--- src/rtl/du_transmit_pkg.sv ---
// Shared constants, state encoding and byte-select helper for the debug-unit
// transmit path.
package du_transmit_pkg;

    localparam int NB_DATA     = 32;
    localparam int NB_ADDR     = 7;
    localparam int ADDRWIDTH   = NB_ADDR;
    localparam int N_REGS      = 32;
    localparam int N_MEM       = 128;
    localparam int N_BITS      = 8;
    localparam int N_BYTES     = 4;
    localparam int NB_REG_ADDR = 5;
    localparam int NB_BYTE_SEL = 2;
    localparam int NB_STATE    = 13;

    localparam logic [N_BITS-1:0]      END_MARK = 8'hFF;
    localparam logic [NB_REG_ADDR-1:0] REG_LAST = 5'(N_REGS - 1);
    localparam logic [NB_ADDR-1:0]     MEM_LAST = 7'(N_MEM - 1);

    typedef enum logic [NB_STATE-1:0] {
        S_IDLE     = 13'h0001,
        S_SEND_PC  = 13'h0002,
        S_SEND_CYC = 13'h0004,
        S_REG_RD   = 13'h0008,
        S_REG_LAT  = 13'h0010,
        S_REG_SEND = 13'h0020,
        S_MEM_RD   = 13'h0040,
        S_MEM_LAT  = 13'h0080,
        S_MEM_ADDR = 13'h0100,
        S_MEM_SEND = 13'h0200,
        S_MEM_NEXT = 13'h0400,
        S_SEND_END = 13'h0800,
        S_DONE     = 13'h1000
    } state_t;

    function automatic logic [N_BITS-1:0] byte_sel(input logic [NB_DATA-1:0] word,
                                                   input logic [NB_BYTE_SEL-1:0] idx);
        logic [N_BITS-1:0] b;
        case (idx)
            2'd0:    b = word[7:0];
            2'd1:    b = word[15:8];
            2'd2:    b = word[23:16];
            default: b = word[31:24];
        endcase
        return b;
    endfunction

endpackage

--- src/rtl/du_transmit_if.sv ---
// Register-file, data-memory and UART-transmitter bus seen by du_transmit.
interface du_transmit_if;
    import du_transmit_pkg::*;

    logic [NB_REG_ADDR-1:0] o_reg_addr;
    logic                   o_reg_rd;
    logic [NB_DATA-1:0]     i_reg_data;
    logic [NB_ADDR-1:0]     o_mem_addr;
    logic                   o_mem_rd;
    logic [NB_DATA-1:0]     i_mem_data;
    logic                   i_mem_dirty;
    logic [N_BITS-1:0]      o_tx_data;
    logic                   o_tx_start;
    logic                   i_tx_done;

    modport master (
        output o_reg_addr, o_reg_rd, o_mem_addr, o_mem_rd, o_tx_data, o_tx_start,
        input  i_reg_data, i_mem_data, i_mem_dirty, i_tx_done
    );

    modport slave (
        input  o_reg_addr, o_reg_rd, o_mem_addr, o_mem_rd, o_tx_data, o_tx_start,
        output i_reg_data, i_mem_data, i_mem_dirty, i_tx_done
    );

endinterface

--- src/rtl/du_tx_byte.sv ---
// One-byte UART send slot: holds the byte, issues a single start pulse and
// reports completion once the transmitter's done arrives after that pulse.
module du_tx_byte
    import du_transmit_pkg::*;
(
    input  logic              i_clock,
    input  logic              i_reset,
    input  logic              i_load,
    input  logic [N_BITS-1:0] i_data,
    input  logic              i_tx_done,
    output logic [N_BITS-1:0] o_tx_data,
    output logic              o_tx_start,
    output logic              o_sent
);

    logic [N_BITS-1:0] r_data;
    logic              r_start;
    logic              r_wait;
    logic              w_sent;

    // A done in the start cycle cannot belong to this byte, so r_start masks it.
    assign w_sent = r_wait & ~r_start & i_tx_done;

    // Byte hold, start pulse and outstanding-send flag.
    always_ff @(posedge i_clock or negedge i_reset) begin
        if (!i_reset) begin
            r_data  <= {N_BITS{1'b0}};
            r_start <= 1'b0;
            r_wait  <= 1'b0;
        end else if (i_load) begin
            r_data  <= i_data;
            r_start <= 1'b1;
            r_wait  <= 1'b1;
        end else begin
            r_start <= 1'b0;
            if (w_sent) begin
                r_wait <= 1'b0;
            end else begin
                r_wait <= r_wait;
            end
        end
    end

    assign o_tx_data  = r_data;
    assign o_tx_start = r_start;
    assign o_sent     = w_sent;

endmodule

--- src/rtl/du_transmit.sv ---
// Debug-unit dump engine: serializes PC, cycle count, register file and dirty
// memory words into a byte frame ending in END_MARK.
module du_transmit
    import du_transmit_pkg::*;
(
    input  logic               i_clock,
    input  logic               i_reset,
    input  logic               i_start,
    input  logic [NB_ADDR-1:0] i_pc,
    input  logic [NB_ADDR-1:0] i_cycles,
    du_transmit_if.master      bus,
    output logic               o_busy,
    output logic               o_done
);

    state_t                 r_state;
    state_t                 w_next_state;
    logic [NB_ADDR-1:0]     r_cycles;
    logic [NB_DATA-1:0]     r_word;
    logic [NB_BYTE_SEL-1:0] r_byte;
    logic [NB_REG_ADDR-1:0] r_reg_addr;
    logic [NB_ADDR-1:0]     r_mem_addr;
    logic                   r_busy;
    logic                   r_done;
    logic                   r_reg_rd;
    logic                   r_mem_rd;
    logic                   w_load;
    logic [N_BITS-1:0]      w_load_data;
    logic                   w_sent;
    logic                   w_last_byte;

    assign w_last_byte = (r_byte == 2'd3);

    // Next-state and byte-load decode; a load always coincides with a start pulse.
    always_comb begin
        w_next_state = r_state;
        w_load       = 1'b0;
        w_load_data  = {N_BITS{1'b0}};
        case (r_state)
            S_IDLE: begin
                if (i_start) begin
                    w_next_state = S_SEND_PC;
                    w_load       = 1'b1;
                    w_load_data  = N_BITS'(i_pc);
                end else begin
                    w_next_state = S_IDLE;
                end
            end
            S_SEND_PC: begin
                if (w_sent) begin
                    w_next_state = S_SEND_CYC;
                    w_load       = 1'b1;
                    w_load_data  = N_BITS'(r_cycles);
                end else begin
                    w_next_state = S_SEND_PC;
                end
            end
            S_SEND_CYC: begin
                if (w_sent) begin
                    w_next_state = S_REG_RD;
                end else begin
                    w_next_state = S_SEND_CYC;
                end
            end
            S_REG_RD:  w_next_state = S_REG_LAT;
            S_REG_LAT: begin
                w_next_state = S_REG_SEND;
                w_load       = 1'b1;
                w_load_data  = byte_sel(bus.i_reg_data, 2'd0);
            end
            S_REG_SEND: begin
                if (w_sent && w_last_byte) begin
                    if (r_reg_addr == REG_LAST) begin
                        w_next_state = S_MEM_RD;
                    end else begin
                        w_next_state = S_REG_RD;
                    end
                end else if (w_sent) begin
                    w_load      = 1'b1;
                    w_load_data = byte_sel(r_word, r_byte + 2'd1);
                end else begin
                    w_next_state = S_REG_SEND;
                end
            end
            S_MEM_RD:  w_next_state = S_MEM_LAT;
            S_MEM_LAT: begin
                if (bus.i_mem_dirty) begin
                    w_next_state = S_MEM_ADDR;
                    w_load       = 1'b1;
                    w_load_data  = N_BITS'(r_mem_addr);
                end else begin
                    w_next_state = S_MEM_NEXT;
                end
            end
            S_MEM_ADDR: begin
                if (w_sent) begin
                    w_next_state = S_MEM_SEND;
                    w_load       = 1'b1;
                    w_load_data  = byte_sel(r_word, 2'd0);
                end else begin
                    w_next_state = S_MEM_ADDR;
                end
            end
            S_MEM_SEND: begin
                if (w_sent && w_last_byte) begin
                    w_next_state = S_MEM_NEXT;
                end else if (w_sent) begin
                    w_load      = 1'b1;
                    w_load_data = byte_sel(r_word, r_byte + 2'd1);
                end else begin
                    w_next_state = S_MEM_SEND;
                end
            end
            S_MEM_NEXT: begin
                if (r_mem_addr == MEM_LAST) begin
                    w_next_state = S_SEND_END;
                    w_load       = 1'b1;
                    w_load_data  = END_MARK;
                end else begin
                    w_next_state = S_MEM_RD;
                end
            end
            S_SEND_END: begin
                if (w_sent) begin
                    w_next_state = S_DONE;
                end else begin
                    w_next_state = S_SEND_END;
                end
            end
            S_DONE:  w_next_state = S_IDLE;
            default: w_next_state = S_IDLE;
        endcase
    end

    // State register.
    always_ff @(posedge i_clock or negedge i_reset) begin
        if (!i_reset) begin
            r_state <= S_IDLE;
        end else begin
            r_state <= w_next_state;
        end
    end

    // Status strobes, word latch and address/byte counters.
    always_ff @(posedge i_clock or negedge i_reset) begin
        if (!i_reset) begin
            r_busy     <= 1'b0;
            r_done     <= 1'b0;
            r_reg_rd   <= 1'b0;
            r_mem_rd   <= 1'b0;
            r_cycles   <= {NB_ADDR{1'b0}};
            r_word     <= {NB_DATA{1'b0}};
            r_byte     <= 2'd0;
            r_reg_addr <= {NB_REG_ADDR{1'b0}};
            r_mem_addr <= {NB_ADDR{1'b0}};
        end else begin
            r_busy   <= (w_next_state != S_IDLE) && (w_next_state != S_DONE);
            r_done   <= (w_next_state == S_DONE);
            r_reg_rd <= (w_next_state == S_REG_RD);
            r_mem_rd <= (w_next_state == S_MEM_RD);
            case (r_state)
                S_IDLE: begin
                    if (i_start) begin
                        r_cycles <= i_cycles;
                    end
                end
                S_REG_LAT: begin
                    r_word <= bus.i_reg_data;
                    r_byte <= 2'd0;
                end
                S_REG_SEND: begin
                    if (w_sent) begin
                        r_byte <= r_byte + 2'd1;
                        if (w_last_byte && (r_reg_addr != REG_LAST)) begin
                            r_reg_addr <= r_reg_addr + 5'd1;
                        end
                    end
                end
                S_MEM_LAT: begin
                    r_word <= bus.i_mem_data;
                    r_byte <= 2'd0;
                end
                S_MEM_SEND: begin
                    if (w_sent) begin
                        r_byte <= r_byte + 2'd1;
                    end
                end
                S_MEM_NEXT: begin
                    if (r_mem_addr != MEM_LAST) begin
                        r_mem_addr <= r_mem_addr + 7'd1;
                    end
                end
                S_DONE: begin
                    r_byte     <= 2'd0;
                    r_reg_addr <= {NB_REG_ADDR{1'b0}};
                    r_mem_addr <= {NB_ADDR{1'b0}};
                end
                default: begin
                    r_byte <= r_byte;
                end
            endcase
        end
    end

    du_tx_byte u_tx_byte (
        .i_clock    (i_clock),
        .i_reset    (i_reset),
        .i_load     (w_load),
        .i_data     (w_load_data),
        .i_tx_done  (bus.i_tx_done),
        .o_tx_data  (bus.o_tx_data),
        .o_tx_start (bus.o_tx_start),
        .o_sent     (w_sent)
    );

    assign bus.o_reg_addr = r_reg_addr;
    assign bus.o_reg_rd   = r_reg_rd;
    assign bus.o_mem_addr = r_mem_addr;
    assign bus.o_mem_rd   = r_mem_rd;
    assign o_busy         = r_busy;
    assign o_done         = r_done;

endmodule

--- src/flat_wrapper.sv ---
// flat-port wrapper written by rule: the top's interface ports become plain ports
module du_transmit_flat import du_transmit_pkg::*;
  (i_clock, i_reset, i_start, i_pc, i_cycles, o_busy, o_done, bus_o_reg_addr, bus_o_reg_rd, bus_o_mem_addr, bus_o_mem_rd, bus_o_tx_data, bus_o_tx_start, bus_i_reg_data, bus_i_mem_data, bus_i_mem_dirty, bus_i_tx_done);
  du_transmit_if bus_i ();
  input  logic i_clock;
  input  logic i_reset;
  input  logic i_start;
  input  logic [NB_ADDR-1:0] i_pc;
  input  logic [NB_ADDR-1:0] i_cycles;
  output logic o_busy;
  output logic o_done;
  output wire logic [$bits(bus_i.o_reg_addr)-1:0] bus_o_reg_addr;
  output wire logic [$bits(bus_i.o_reg_rd)-1:0] bus_o_reg_rd;
  output wire logic [$bits(bus_i.o_mem_addr)-1:0] bus_o_mem_addr;
  output wire logic [$bits(bus_i.o_mem_rd)-1:0] bus_o_mem_rd;
  output wire logic [$bits(bus_i.o_tx_data)-1:0] bus_o_tx_data;
  output wire logic [$bits(bus_i.o_tx_start)-1:0] bus_o_tx_start;
  input wire logic [$bits(bus_i.i_reg_data)-1:0] bus_i_reg_data;
  input wire logic [$bits(bus_i.i_mem_data)-1:0] bus_i_mem_data;
  input wire logic [$bits(bus_i.i_mem_dirty)-1:0] bus_i_mem_dirty;
  input wire logic [$bits(bus_i.i_tx_done)-1:0] bus_i_tx_done;
  assign bus_o_reg_addr = bus_i.o_reg_addr;
  assign bus_o_reg_rd = bus_i.o_reg_rd;
  assign bus_o_mem_addr = bus_i.o_mem_addr;
  assign bus_o_mem_rd = bus_i.o_mem_rd;
  assign bus_o_tx_data = bus_i.o_tx_data;
  assign bus_o_tx_start = bus_i.o_tx_start;
  assign bus_i.i_reg_data = bus_i_reg_data;
  assign bus_i.i_mem_data = bus_i_mem_data;
  assign bus_i.i_mem_dirty = bus_i_mem_dirty;
  assign bus_i.i_tx_done = bus_i_tx_done;
  du_transmit u_core (.i_clock(i_clock), .i_reset(i_reset), .i_start(i_start), .i_pc(i_pc), .i_cycles(i_cycles), .bus(bus_i), .o_busy(o_busy), .o_done(o_done));
endmodule
--- config.mk ---
export PLATFORM = sky130hd
export DESIGN_NAME = du_transmit_flat
export DESIGN_NICKNAME = d
export VERILOG_FILES = /design/src/rtl/du_transmit_pkg.sv /design/src/rtl/du_transmit_if.sv /design/src/rtl/du_tx_byte.sv /design/src/rtl/du_transmit.sv /design/src/flat_wrapper.sv
export SDC_FILE = /design/constraint.sdc
export NUM_CORES = 1
export LEC_CHECK = 0
export CELL_PAD_IN_SITES_DETAIL_PLACEMENT = 0
export CELL_PAD_IN_SITES_GLOBAL_PLACEMENT = 2
export CORE_ASPECT_RATIO = 1.2
export CORE_UTILIZATION = 31
export CTS_BUF_LIST = sky130_fd_sc_hd__clkbuf_16
export DETAILED_ROUTE_END_ITERATION = 6
export HOLD_SLACK_MARGIN = 0.02
export PLACE_DENSITY = 0.91
export SLEW_MARGIN = 10
export SYNTH_ARGS = -nofsm -noshare
export SYNTH_HDL_FRONTEND = slang
export SYNTH_SLANG_ARGS = --single-unit
--- constraint.sdc ---
create_clock -name i_clock -period 2.5 [get_ports i_clock]
set_input_delay 0.5 -clock i_clock [delete_from_list [all_inputs] [get_ports i_clock]]
set_output_delay 0.5 -clock i_clock [all_outputs]
set_load 0.02 [all_outputs]
Word-level counts from Yosys, hierarchy flattened. Cells that the tools add are included. Widths: inputs -> output; s select.

Add/sub/neg operators: 3. Eq/ne operators: 29. Muxes and demuxes: 39. Bitwise operators: 3. Reductions and logical operators: 16.

Operator list (number): $pmux 13 s12 (1); $mux 13 (5); $pmux 32 s2 (1); $pmux 8 s7 (1); $mux 7 (5); $mux 8 (4); $eq 13x13->1 const B (2); $eq 13x4->1 const B (2); $eq 13x7->1 const B (2); $pmux 8 s3 (1); $pmux 7 s2 (1); $eq 13x1->1 const B (1); $eq 13x10->1 const B (1); $eq 13x11->1 const B (1); $eq 13x12->1 const B (1); $eq 13x2->1 const B (1); $eq 13x3->1 const B (1); $eq 13x5->1 const B (1); $eq 13x6->1 const B (1); $eq 13x8->1 const B (1); $eq 13x9->1 const B (1); $ne 13x1->1 const B (1); $ne 13x13->1 const B (1); $mux 12 (1); other kinds (29) (52).

Bits in registers: 80. Input port bits: 83. Output and inout port bits: 25.

Logic depth before layout (Yosys ltp). Gate-level depths: netlist (run 1).

Depth after elaboration: 8. Gate-level depth with buffers: 9. Depth with buffers taken out: 7.

By module. Synthesis (run 1) repeated with hierarchy kept, for this count alone.

Cells, all modules: 438. Area total of the unflattened synthesis: 4388.0 um^2.

By module, submodules not included: du_transmit (times used 1, cells an instance 415, area each 3983.8 um^2); du_tx_byte (times used 1, cells an instance 23, area each 404.1 um^2).

Worst setup path before layout (run 1). Ideal clock, no wire load.

Path type: reg-to-reg. Start point: register u_core.r_state[4]. End point: register u_core.u_tx_byte.r_data[0], in the netlist u_core.u_tx_byte.o_tx_data[0]. Arrival time: 2.028 ns. Data required time: 2.376 ns. Path slack: 0.348 ns. Stages on the path, launching flop included: 7. Buffers on the path: 1. Cell sequence: dfrtp_1 -> buf_6 -> nor4_4 -> a22o_4 -> nor4b_4 -> a2111oi_2 -> a211o_1.

Word-level cells in the longest chain between the ends: 3.

Ends and longest elaborated chain: start, declared (RTL line du_transmit.sv:16) `state_t r_state;`; start signal, assigned (RTL line du_transmit.sv:140) `r_state <= w_next_state;`; $eq 13x6->1 (tied with other cells) (RTL line du_transmit.sv:39) `case (r_state)`; $reduce_or 2->1 (no source line); $pmux 8 s7 / $pmux 1 s6 (equally long branches) (RTL line du_transmit.sv:39); end signal, assigned (RTL line du_tx_byte.sv:27) `r_data <= {N_BITS{1'b0}};`; end signal, assigned (RTL line du_tx_byte.sv:31) `r_data <= i_data;`; end, declared (RTL line du_tx_byte.sv:16) `logic [N_BITS-1:0] r_data;`.

Parallel ways exist; a longest one is shown, timed or not. A chain may end at the register's enable or synchronous reset.

Worst setup path after layout (run 1).
Start point: register u_core.r_state[4]. End point: register u_core.u_tx_byte.r_data[1], in the netlist u_core.u_tx_byte.o_tx_data[1].

Same word-level chain as after synthesis.

==> results of run 1 <==
[synth_stat cells (all sizes together), types with 7 or more instances]
library cell | count | area, µm²
a211o | 7 | 61.3
a221o | 13 | 130
a222oi | 8 | 80.1
buf | 15 | 108
clkbuf | 19 | 72.6
dfrtp | 79 | 1980
ha | 8 | 100
inv | 22 | 82.6
mux2 | 7 | 78.8
mux2i | 25 | 250
nand2 | 58 | 225
nand3 | 23 | 128
nand4 | 10 | 68.8
nor2 | 20 | 77.6
nor3 | 7 | 51.3
nor4 | 12 | 135
nor4b | 8 | 97.6
o211ai | 7 | 52.6
o21ai | 42 | 210
o32ai | 8 | 70.1
xor2 | 10 | 87.6
[kinds of logic after synthesis]
| group | after synthesis |
|---|---|
| flops | 80 |
| xor+xnor | 11 |
| mux | 32 |
| compound gates | 106 |
| buf+inv | 57 |
| simple gates | 168 |
| fa+ha+maj | 8 |
[worst max-delay path, stage by stage (launching register included)]
cell and delay [ns]:
dfrtp_1 0.50, or4_1 0.72, nor3_1 0.71, a221o_1 0.28, a211o_1 0.10
[through the flow]
step	power [mW]	TNS, ns	area [µm²]	worst slack [ns]	hold WS, ns
finish	4.05	0	6170	0.115	0.116
CTS	4.09	0	6170	0.116	0.124
global placement	2.84	0	5900	0.000983	0.466
detailed placement	2.87	-0.636	5900	-0.111	0.476
global route	4.26	0	6170	0.00693	0.153
floorplan	2.32	0	4580	0.348	0.204
[sequential cells by signal, summed over array words and instances (netlist names)]
signal	cells
u_core.o_busy	1
u_core.bus.o_mem_rd	1
u_core.u_tx_byte.o_tx_data	8
u_core.u_tx_byte.o_tx_start	1
u_core.u_tx_byte.r_wait	1
u_core.bus.o_reg_rd	1
u_core.o_done	1
u_core.r_byte	2
u_core.bus.o_mem_addr	7
u_core.r_cycles	7
u_core.r_state	13
u_core.bus.o_reg_addr	5
u_core.r_word	32
[timing repair]
item / in CTS / in global routing
setup endpoints to repair: 0 / 1
setup buffers: 0 / 0
gates resized for setup: 0 / 0
[area by class of cell]
type                            count  area, µm²  share of cell area, %
Clock inverter                      7       46.3                  0.750
Tap cell                          175        219                   3.55
Clock buffer                        9        225                   3.65
Sequential cell                    80       2000                   32.5
Inverter                           23       86.3                   1.40
Multi-Input combinational cell    325       2310                   37.4
Timing Repair Buffer              132       1280                   20.8
[routing by layer]
layer | vias up | routed length, µm
met5 | - | 0
met1 | 1913 | 5330
met3 | 25 | 690
met2 | 125 | 6900
met4 | 0 | 410
li1 | 1938 | -
[path summary, 6_finish.rpt]
path,startpoint,endpoint,slack (ns),cells after the start
max in group asynchronous,i_reset,u_core.r_state[0]$_DFF_PN1_,1.73,2
min,i_reset,u_core.r_cycles[1]$_DFFE_PN0P_,0.12,1
max,u_core.r_state[4]$_DFF_PN0_,u_core.u_tx_byte.o_tx_data[1]$_DFFE_PN0P_,0.11,4
min reg2reg,u_core.r_word[28]$_DFFE_PN0P_,u_core.r_word[28]$_DFFE_PN0P_,0.48,2
min in group i_clock,u_core.r_word[28]$_DFFE_PN0P_,u_core.r_word[28]$_DFFE_PN0P_,0.48,2
max reg2reg,u_core.r_state[4]$_DFF_PN0_,u_core.u_tx_byte.o_tx_data[1]$_DFFE_PN0P_,0.11,4
[power by group through the flow]
stage | Sequential [mW] | Combinational [mW] | Clock (mW)
2_1_floorplan | 1.68 | 0.641 | 0
3_3_place_gp | 1.69 | 1.15 | 0
3_5_place_dp | 1.69 | 1.18 | 0
4_1_cts | 1.67 | 1.18 | 1.23
5_1_grt | 1.69 | 1.28 | 1.29
6_report | 1.67 | 1.18 | 1.21
==> results by group, run 1 <==
STA
  • Max Clock Freq: approximately 0.42 GHz
  • Final setup vio count: 0
  • Headroom to the max-slew limit: 46.4%
  • Worst-Margin Slew: ~0.80 ns
  • Skew final: just under 0.008 ns
  • Unrepaired setup endpoints after global routing: no
  • Final Hold Vio Count: 0
  • Tmin final: 2.39 ns
  • Final Cycle Share: between 90% and 100%
  • Slew Limit Fails: 0

Cells and area
  • Antenna fix cells: 0
  • Final #Nets: 662
  • Most common cell after layout, fill and taps aside: clkdlybuf4s50_1
  • Synth-to-layout area growth: 34.8%
  • Post-layout util: between 40% and 50%
  • Fill cell count: approximately 1.4k
  • Final cell count without fillers: between 700 and 800
  • Share of cells above drive strength 1: about an eighth
  • Most frequent cells in the layout: 106 x clkdlybuf4s50_1, 79 x dfrtp_1, 57 x nand2_1

Pwr
  • Pleak: about 2.7 nW
  • Int Power: about 2.8 mW
  • Flop pwr share: between 40% and 50%
  • Net Sw Power: 1.29 mW
  • Clk pwr share: around 30%
  • Worst IR Drop VDD: roughly 340 µV
  • Sw frac: 31.8%
  • Pwr Density: around 660 nW/µm²
  • Logic pwr share: between 20% and 30%

Clock tree
  • CTS Hold Bufs: 0
  • Clk pin slew, worst setup/hold paths: 0.07 ns
  • Clock Path Buffers: 2
  • Clk sinks: 80
  • Root buffer cell: clkbuf_16
  • Clock latency on the worst-skew pair: roughly 0.34 ns
  • Inserted Clock Buffers: 9
  • H-tree depth: 3
  • CTS tree: done

Min path
  • Worst Hold Class: in -> async

Place
  • Placer Congestion: roughly 0.89
  • Placed cells: approximately 740
  • DP HPWL: 10.2 mm
  • Number of port buffers: between 100 and 150

Synth
  • Post-synth top flop: dfrtp_1
  • Mean Syn Cell Area: a little under 10 µm²
  • XOR/XNOR share of the synthesized area: 2.10%
  • Post-Syn Instances: approximately 460
  • Post-Syn Area: around 4600 µm²
  • Compound-Gate Fraction of Synth Area: 16.8%
  • Distinct cells, synth: 63
  • Post-synth ARST share: between 90% and 100%
  • Count of flip-flops with a built-in enable after synthesis: 0
  • Synth Area in Adders: around 2.2%
  • Simple-Gate Fraction of Synth Area: roughly 22%
  • Yosys warns: 0
  • Syn_nets: 553
  • Mux cell area share after synthesis: a little over 7%
  • Yosys reg bits: 80
  • Largest family of logic cells by synthesized area: simple AND/OR/NAND/NOR gates
  • Share of the yosys chip area belonging to registers: a little over two fifths

Detailed routing
  • Final ANT Viol Nets: 0
  • Vias per cell: approximately 5.3
  • Mean routed wirelength per cell: between 15 and 20 µm
  • Vias: roughly 4k
  • Iteration-0 DRC Markers: approximately 220
  • DRC viols: 0
  • Drt total wl: 13.3 mm
  • Pre-antenna DRT Iters: 7

Setup path
  • Critical Path Source Type: register
  • CP required: about 2.8 ns
  • Max FO, Critical Path: 9
  • Crit path kind: reg -> reg
  • CP arrival: between 2 and 3 ns
  • CP endpoint kind: register

GRT
  • Total gr overflow: 0
  • Met3 usage in global routing: under 10%
  • M1 GR Usage: between 20% and 30%
  • Largest net degree at the start of global routing: 51
  • Vias in the first global route: between 4k and 5k
  • First-pass GRT wire length: 21.7 mm
  • Initial antenna violation count: 0
  • Met2 Use GR: between 30% and 40%
  • Tot GR Track Use: a little under a fifth
  • Busiest layer in global routing: met2

Floorplanning
  • Die area: approximately 15000 µm²
  • Die W: 113 µm
  • Initial Util: approximately a third
  • Core Rows: 48
  • Core area: 14400 µm²
  • # IOs: around 110
  • Height of the die: 135 µm

Run status
  • Status: completed

Flow run
  • Max cap viols: 0
(Power assumes the default switching activity.)
==> inputs of run 2 (changes only) <==
--- a/config.mk
+++ b/config.mk
@@ -8,11 +8,13 @@
 export CELL_PAD_IN_SITES_DETAIL_PLACEMENT = 0
 export CELL_PAD_IN_SITES_GLOBAL_PLACEMENT = 2
 export CORE_ASPECT_RATIO = 1.2
+export CORE_MARGIN = 4
 export CORE_UTILIZATION = 31
 export CTS_BUF_LIST = sky130_fd_sc_hd__clkbuf_16
 export DETAILED_ROUTE_END_ITERATION = 6
 export HOLD_SLACK_MARGIN = 0.02
 export PLACE_DENSITY = 0.91
+export SKIP_LAST_GASP = 1
 export SLEW_MARGIN = 10
 export SYNTH_ARGS = -nofsm -noshare
 export SYNTH_HDL_FRONTEND = slang
==> results by group, run 2 (same netlist as run 1, synthesis figures left out) <==
Setup path
  • CP required: 2.72 ns (was 2.77 ns)
  • Max FO, Critical Path: 10 (was 9)
  • Worst Path Buf+Inv: 1 (was 0)
  • Worst Setup SP: u_core.r_state[4]$_DFF_PN0_ (unchanged)
  • CP arrival: 2.58 ns (was 2.66 ns)
  • Worst path slowest cell: or4_1 (unchanged)
  • Delay-heaviest family, CP: compound AO/OA/AOI/OAI gates (was simple AND/OR/NAND/NOR gates)
  • Crit path kind: reg -> reg (unchanged)
  • CP peak stage delay: 0.72 ns (about the same)
  • CP endpoint kind: register (unchanged)
  • Critical Path Source Type: register (unchanged)
  • FF-to-FF Start: u_core.r_state[4]$_DFF_PN0_ (unchanged)
  • CP Cell Sequence: or4_1, o32ai_1, a2111oi_2, buf_4, a211o_1 (was or4_1, nor3_1, a221o_1, a211o_1)

Flow run
  • Max cap viols: 0 (unchanged)

Detailed routing
  • DRC viols: 0 (unchanged)
  • Pre-antenna DRT Iters: 5 (was 7)
  • Mean routed wirelength per cell: 18.7 µm (was 17.8 µm)
  • Vias: 4101 (was 4001)
  • Vias per cell: 5.44 (was 5.33)
  • Final ANT Viol Nets: 0 (unchanged)
  • Iteration-0 DRC Markers: 200 (was 215)
  • Drt total wl: 14.1 mm (was 13.3 mm)

GRT
  • Initial antenna violation count: 0 (unchanged)
  • Tot GR Track Use: 17.0% (was 18.4%)
  • Largest net degree at the start of global routing: 51 (unchanged)
  • Total gr overflow: 0 (unchanged)
  • First-pass GRT wire length: 22.4 mm (was 21.7 mm)
  • Vias in the first global route: 4262 (was 4217)

Cells and area
  • Fill cell count: 1430 (was 1437)
  • Antenna fix cells: 0 (unchanged)
  • Most flop-heavy register: u_core.r_word (unchanged)
  • Most common cell after layout, fill and taps aside: clkdlybuf4s50_1 (unchanged)
  • Share of cells above drive strength 1: 12.4% (was 11.8%)
  • Final #Nets: 665 (was 662)
  • Most frequent cells in the layout: 106 x clkdlybuf4s50_1, 79 x dfrtp_1, 57 x nand2_1 (unchanged)
  • Post-layout util: 43.2% (was 42.8%)
  • Final cell count without fillers: 754 (was 751)
  • Synth-to-layout area growth: 35.9% (was 34.8%)
  • Largest register FFs: 32 (unchanged)

Place
  • Placed cells: 738 (was 735)
  • Number of port buffers: 107 (unchanged)
  • Placer Congestion: 0.949 (was 0.889)
  • DP HPWL: 10.7 mm (was 10.2 mm)

Clock tree
  • Clock Path Buffers: 2 (unchanged)
  • Clock latency on the worst-skew pair: 0.34 ns (about the same)
  • Clk pin slew, worst setup/hold paths: 0.06 ns (was 0.07 ns)
  • CTS tree: done (unchanged)
  • Root buffer cell: clkbuf_16 (unchanged)
  • H-tree depth: 3 (unchanged)
  • Inserted Clock Buffers: 9 (unchanged)
  • Clk sinks: 80 (unchanged)
  • Postcts setup bufs: 0 (unchanged)

STA
  • Final Hold Vio Count: 0 (unchanged)
  • Final setup vio count: 0 (unchanged)
  • Skew final: 0.00666 ns (was 0.00780 ns)
  • Tmin final: 2.36 ns (was 2.39 ns)
  • Max Clock Freq: 0.424 GHz (was 0.419 GHz)
  • Final Cycle Share: 94.3% (was 95.4%)
  • Headroom to the max-slew limit: 63.4% (was 46.4%)
  • Setup tns final: 0 ns (unchanged)
  • Unrepaired setup endpoints after global routing: no (unchanged)
  • Worst-Margin Slew: 0.544 ns (was 0.799 ns)
  • Slew Limit Fails: 0 (unchanged)

Run status
  • Status: completed (unchanged)

Pwr
  • Pleak: 2.70 nW (was 2.65 nW)
  • Pwr Density: 675 nW/µm² (was 656 nW/µm²)
  • Worst IR Drop VDD: 341 µV (was 337 µV)
  • Power after layout: 4.20 mW (was 4.05 mW)

Min path
  • Worst Hold Class: in -> async (unchanged)

Floorplanning
  • Core area: 14400 µm² (unchanged)
  • Initial Util: 31.8% (unchanged)
  • # IOs: 108 (unchanged)
  • Die area: 16800 µm² (was 15300 µm²)
  • Core Rows: 48 (unchanged)
  • Height of the die: 141 µm (was 135 µm)
  • Die W: 119 µm (was 113 µm)
[run 2: cell types whose count changed in the layout (fill, tap and decap cells not counted), sizes merged]
cell      previous run  this run
buf                 26        29
inv                 23        24
clkinvlp             4         1
clkinv               3         4
bufinv               0         1
[run 2: path summary, 6_finish.rpt]
path | to | slack, ns | cells after the start
hold / removal | u_core.r_word[20]$_DFFE_PN0P_ | 0.12 | 1
setup reg to reg | u_core.u_tx_byte.o_tx_data[5]$_DFFE_PN0P_ | 0.14 | 5
setup / recovery | u_core.u_tx_byte.o_tx_data[5]$_DFFE_PN0P_ | 0.14 | 5
min in group i_clock | u_core.r_word[24]$_DFFE_PN0P_ | 0.48 | 2
hold reg to reg | u_core.r_word[24]$_DFFE_PN0P_ | 0.48 | 2
max in group asynchronous | u_core.bus.o_mem_addr[3]$_DFFE_PN0P_ | 1.75 | 2
[run 2: report_power, final]
group	switching, mW	total [mW]	internal (mW)
combinational	0.606	1.23	0.621
sequential	0.154	1.65	1.49
clock	0.551	1.32	0.774
[run 2: area by class of cell]
class	instances	area (µm²)	area share, %
Multi-Input combinational cell	325	2310	37.2
Sequential cell	80	2000	32.2
Timing Repair Buffer	135	1300	20.9
Clock buffer	9	225	3.62
Tap cell	175	219	3.52
Inverter	23	86.3	1.39
Clock inverter	7	71.3	1.15
[run 2: layer usage]
metal  up-vias  GRT usage (%)  share of wire [%]  wire length, µm
li1       1934              -                  -                -
met2       153           28.9                 50             6990
met3        33           4.53                6.1              864
met4         0           7.81                3.9              551
met5         -              0                  0                0
met1      1981           20.1                 40             5670
[run 2: per-stage QoR]
step	hold WS [ns]	cell area, µm²	setup WS (ns)
floorplan	0.204	4580	0.348
global placement	0.463	5920	0.0161
detailed placement	0.473	5920	-0.0843
CTS	0.132	6220	0.148
global route	0.143	6220	0.0837
finish	0.115	6220	0.141
[run 2: repair_timing]
item,CTS,global route
gates resized for setup,0,1
setup endpoints to repair,0,1
hold buffers,0,0
[run 2: worst register-to-register path: stages (launching register included)]
cell,delay (ns)
dfrtp_1,0.50
or4_1,0.72
o32ai_1,0.41
a2111oi_2,0.12
buf_4,0.19
a211o_1,0.30
